$ cat src/rtl/program_counter.sv
// -----------------------------------------------------------------------------
// program_counter
//
// Instruction-address generator with an IDLE / RUN / DONE sequencer.
// While running, the next address is chosen with the priority
// stall > halt > branch > increment. All address arithmetic wraps
// silently modulo 2^PC_WIDTH.
//
// Handshake: start is a level request. It is honoured only in IDLE or
// DONE, and is ignored while RUN is active. There is no ready/ack; busy
// and done report the registered state.
//
// Ports
//   clk             in   sole clock, rising edge
//   rst_n           in   asynchronous active-low reset
//   start           in   level request to begin execution
//   stall           in   freeze pc and state this cycle (RUN only)
//   halt            in   current instruction is the halt instruction
//   branch_taken    in   next pc comes from a branch
//   branch_relative in   1 = pc-relative, 0 = absolute branch
//   branch_target   in   absolute branch destination [PC_WIDTH]
//   branch_offset   in   signed relative offset [OFFSET_WIDTH]
//   pc              out  current instruction address (registered)
//   busy            out  high in RUN (registered)
//   done            out  high in DONE (registered)
//   dbg_state_o     out  raw FSM state for debug/observation
// -----------------------------------------------------------------------------
module program_counter #(
   parameter int unsigned         PC_WIDTH     = 10,
   parameter int unsigned         OFFSET_WIDTH = 8,
   parameter logic [PC_WIDTH-1:0] START_ADDR   = '0
) (
   input  logic                    clk,
   input  logic                    rst_n,
   input  logic                    start,
   input  logic                    stall,
   input  logic                    halt,
   input  logic                    branch_taken,
   input  logic                    branch_relative,
   input  logic [PC_WIDTH-1:0]     branch_target,
   input  logic [OFFSET_WIDTH-1:0] branch_offset,
   output logic [PC_WIDTH-1:0]     pc,
   output logic                    busy,
   output logic                    done,
   output logic [1:0]              dbg_state_o
);

   typedef enum logic [1:0] {
      ST_IDLE = 2'd0,
      ST_RUN  = 2'd1,
      ST_DONE = 2'd2
   } state_e;

   // Relative arithmetic is done at the wider of the two widths so a wide
   // offset is not truncated before the add; only the low PC_WIDTH bits
   // of the sum are kept, which gives the modulo-2^PC_WIDTH wrap.
   localparam int unsigned EXT_W = (PC_WIDTH > OFFSET_WIDTH) ? PC_WIDTH : OFFSET_WIDTH;

   state_e              state_q;
   logic [PC_WIDTH-1:0] pc_q;
   logic [PC_WIDTH-1:0] pc_d;
   logic                busy_q;
   logic                done_q;
   logic [EXT_W-1:0]    off_ext;
   logic [EXT_W-1:0]    rel_sum;

   // Next address for an un-stalled, non-halting RUN cycle.
   always_comb begin
      off_ext = EXT_W'($signed(branch_offset));
      rel_sum = EXT_W'(pc_q) + off_ext;
      pc_d    = pc_q + PC_WIDTH'(1);
      if (branch_taken) begin
         pc_d = branch_relative ? rel_sum[PC_WIDTH-1:0] : branch_target;
      end
   end

   // Sequencer; busy/done are registered alongside the state so they have
   // no combinational path from any input.
   always_ff @(posedge clk or negedge rst_n) begin
      if (!rst_n) begin
         state_q <= ST_IDLE;
         pc_q    <= START_ADDR;
         busy_q  <= 1'b0;
         done_q  <= 1'b0;
      end else begin
         case (state_q)
            ST_IDLE: begin
               pc_q <= START_ADDR;
               if (start) begin
                  state_q <= ST_RUN;
                  busy_q  <= 1'b1;
               end
            end
            ST_RUN: begin
               // stall freezes everything; halt keeps pc at the halt address
               if (!stall) begin
                  if (halt) begin
                     state_q <= ST_DONE;
                     busy_q  <= 1'b0;
                     done_q  <= 1'b1;
                  end else begin
                     pc_q <= pc_d;
                  end
               end
            end
            ST_DONE: begin
               if (start) begin
                  state_q <= ST_RUN;
                  pc_q    <= START_ADDR;
                  busy_q  <= 1'b1;
                  done_q  <= 1'b0;
               end
            end
            default: begin
               state_q <= ST_IDLE;
               pc_q    <= START_ADDR;
               busy_q  <= 1'b0;
               done_q  <= 1'b0;
            end
         endcase
      end
   end

   assign pc          = pc_q;
   assign busy        = busy_q;
   assign done        = done_q;
   assign dbg_state_o = state_q;

endmodule

$ cat config.mk
export PLATFORM = sky130hd
export DESIGN_NAME = program_counter
export DESIGN_NICKNAME = d
export VERILOG_FILES = /design/src/rtl/program_counter.sv
export SDC_FILE = /design/constraint.sdc
export NUM_CORES = 1
export LEC_CHECK = 0
export BUFFER_PORTS_ARGS = -buffer_cell sky130_fd_sc_hd__buf_4
export CAP_MARGIN = 30
export CORE_MARGIN = 8
export CORE_UTILIZATION = 58
export CTS_BUF_LIST = sky130_fd_sc_hd__clkbuf_8
export CTS_CLUSTER_SIZE = 30
export DETAILED_ROUTE_END_ITERATION = 12
export GPL_TIMING_DRIVEN = 0
export PLACE_DENSITY = 0.84
export SYNTH_ARGS = -nofsm -noshare
export SYNTH_HDL_FRONTEND = slang
export SYNTH_SLANG_ARGS = --single-unit
export TNS_END_PERCENT = 30
$ cat constraint.sdc
create_clock -name clk -period 5.5 [get_ports clk]
set_input_delay 0.275 -clock clk [delete_from_list [all_inputs] [get_ports clk]]
set_output_delay 0.275 -clock clk [all_outputs]
set_load 0.05 [all_outputs]
==> flow_summary.json <==
{
  "outcome": "completed",
  "max_freq_ghz": 0.4453,
  "final_common_cell": "buf_4",
  "cp_num_cells": 7,
  "avgSynthCellArea_um2": 8.165,
  "ctsResizeCount": 0,
  "die_width_um": 65.35,
  "p_total_uw": 431.6,
  "p_sw_uw": 186.8,
  "cts_sinks": 14,
  "worstSetupStartpoint": "pc[6]",
  "tritoncts": "done",
  "synth_ff_type": "dfrtp_1",
  "drc": 0,
  "grt_pass1_wl_um": 6886,
  "wire_per_inst_um": 16.48,
  "combPwrFrac": 0.485,
  "fin_setup_tns_ns": 0,
  "crit_buf_inv": 0,
  "vias": 1512,
  "r2r_end": "pc[9]",
  "drt_iter0_markers": 126,
  "gp_congestion": 0.8906,
  "p_per_area_mw_per_mm2": 242.6,
  "slew_viol_final": 0,
  "yosysUniqueCellTypes": 50,
  "clk_pin_slew_ns": 0.06,
  "max_stage_delay_ns": 0.48,
  "synthAdderAreaFrac": 0.1027,
  "synth_edf_count": 0,
  "diodes": 0,
  "clk_path_buf_depth": 2,
  "muxShareOfSynthArea": 0.05226,
  "cp_data_required_time_ns": 5.67,
  "grt_pass1_vias": 1566,
  "sequentialPowerShare": 0.324,
  "drive_gt1_frac": 0.2523,
  "fin_skew_ns": 0.001644,
  "die_h_um": 65.35,
  "synth-seq-cells": 14,
  "timing.rr.start": "pc[6]",
  "relSlewSlack": 0.6489,
  "crit_slowest_cell": "dfrtp_1",
  "cp_data_arrival_time_ns": 2.41,
  "area_growth_pct": 25.95,
  "final_cell_mix": "buf_4, nor2_1, nand2_1, dfrtp_1",
  "maxCapViolCount": 0,
  "grt_overflow": 0,
  "path_max_fanout": 6,
  "period_share": 0.4083,
  "synth_top_family_by_area": "simple AND/OR/NAND/NOR gates",
  "synth_compound_gate_area_share": 0.2524,
  "dp.cells": 240,
  "drt_wl_total_um": 4021,
  "path_cells": "ha_1 > a21oi_1 > o21ai_0 > and2_1 > a211oi_1 > nand3b_1 > o211ai_2",
  "leakage_nw": 0.8243,
  "synth_xor_area_frac": 0.03720,
  "viasPerCell": 6.197,
  "final_nets": 252,
  "netlist_area_mm2": 0.001413,
  "critPathKind": "reg2reg",
  "yosysSeqAreaShare": 0.2480,
  "setup_violations": 0,
  "synthSimpleGateAreaFrac": 0.2622,
  "clkLatencyLatePin_ns": 0.24,
  "rsz0062_at_grt": "false",
  "hold_path_startpoint": "start",
  "coreArea_mm2": 0.002387,
  "die_area_mm2": 0.004271,
  "cts_htree_levels": 1,
  "ys_warn_count": 0,
  "antenna_found_initial": 0,
  "cts-root-buf": "clkbuf_8",
  "peakVddDrop_uv": 214.6,
  "stdcell_count": 244,
  "grt_usage": 0.1946,
  "end_kind": "flop",
  "fillers": 201,
  "regToRegSetupSlack_ns": 3.25,
  "dr.pass1.iters": 4,
  "hold_violations": 0,
  "rows": 18,
  "hold_class": "in2reg",
  "endpoint": "pc[9]",
  "synth_nets": 209,
  "hpwlAfterDp_um": 3274,
  "cp_top_family": "compound AO/OA/AOI/OAI gates",
  "period_minus_slack_ns": 2.246,
  "sw_frac_of_total": 0.4328,
  "worst_pin_slew_ns": 0.5234,
  "synthArstFlopShare": 1.000,
  "start_util": 0.5917,
  "postPlaceCellArea_mm2": 0.001728,
  "tritoncts.num_buffers": 3,
  "pwr-share-clk": 0.191,
  "cp-start-kind": "flop",
  "final_area_mm2": 0.001779,
  "p_int_uw": 244.8,
  "grt_max_degree": 15,
  "reg2reg_depth": 7,
  "synth_cells": 173,
  "io_buffers": 37,
  "boundaryPins": 39,
  "ant_nets": 0
}
metal layers:
| metal | global-route usage | up-vias | wire length, um |
|---|---|---|---|
| met4 | 0.05450 | 0 | 39 |
| met2 | 0.3395 | 70 | 2010 |
| met3 | 0.04762 | 4 | 309 |
| li1 | - | 725 | - |
| met1 | 0.2308 | 713 | 1662 |
| met5 | 0 | - | 0 |
cells in the mapped netlist (all sizes together) (3+ instances only):
cell type | count | area (um^2)
ha | 10 | 125.1
nand3 | 8 | 40.04
o21ai | 21 | 120.1
dfrtp | 14 | 350.3
nor3 | 5 | 35.03
mux2 | 3 | 33.78
clkbuf | 3 | 11.26
nand2b | 4 | 25.02
a31oi | 4 | 25.02
xnor2 | 4 | 35.03
mux2i | 4 | 40.04
nor2 | 18 | 67.56
nand2 | 17 | 71.32
a21oi | 12 | 60.06
inv | 6 | 22.52
nor2b | 5 | 31.28
a211oi | 3 | 27.52
power groups by stage:
stage	registers, mW	clock network [mW]	logic [mW]
finish	0.140	0.0824	0.209
global route	0.143	0.0881	0.226
CTS	0.140	0.0828	0.209
detailed placement	0.142	0	0.208
global placement	0.140	0	0.202
floorplan	0.188	0	0.0926
worst min path at each step:
stage / endpoint / slack, ns / depth (start not counted)
after detailed placement: pc[4] / 0.13 / 1
after CTS: dbg_state_o[0] / 0.30 / 2
final: dbg_state_o[0] / 0.30 / 2
after global placement: pc[5] / 0.14 / 1
after global routing: dbg_state_o[0] / 0.30 / 2
after floorplan: busy / -0.02 / 0
area by class of cell:
| cell class | instances | area [um^2] | area share |
|---|---|---|---|
| inverters | 6 | 22.52 | 0.01266 |
| multi-input cells | 148 | 998.5 | 0.5612 |
| plain buffers | 5 | 41.29 | 0.02321 |
| flip-flops and latches | 14 | 350.3 | 0.1969 |
| well taps | 30 | 37.54 | 0.02110 |
| clock buffers | 3 | 41.29 | 0.02321 |
| repair buffers | 38 | 287.8 | 0.1617 |
registers in the layout, summed over array words and instances, names as in the netlist:
signal       count
dbg_state_o      2
pc              10
busy             1
done             1
timing repair:
action,CTS,global route
endpoints found under the hold margin,14,0
hold buffers,1,0
setup buffers,0,0
through the flow:
| stage | hold WS [ns] | setup WS [ns] | util |
|---|---|---|---|
| 6_report | 0.3010 | 3.254 | 0.7453 |
| 5_1_grt | 0.2983 | 3.157 | 0.7453 |
| 4_1_cts | 0.2986 | 3.238 | 0.7453 |
| 3_5_place_dp | 0.1343 | 3.258 | 0.7238 |
| 3_3_place_gp | 0.1382 | 3.343 | 0.7238 |
| 2_1_floorplan | -0.02059 | 3.308 | - |
cell families after synthesis:
kind of cell / after synthesis
AOI/OAI and AO/OA: 54
and+or+nand+nor: 70
DFF: 14
adders and majority gates: 11
buffers and inverters: 11
xor gates and xnor gates: 6
muxes: 7
Power figures use the tool's default switching activity.
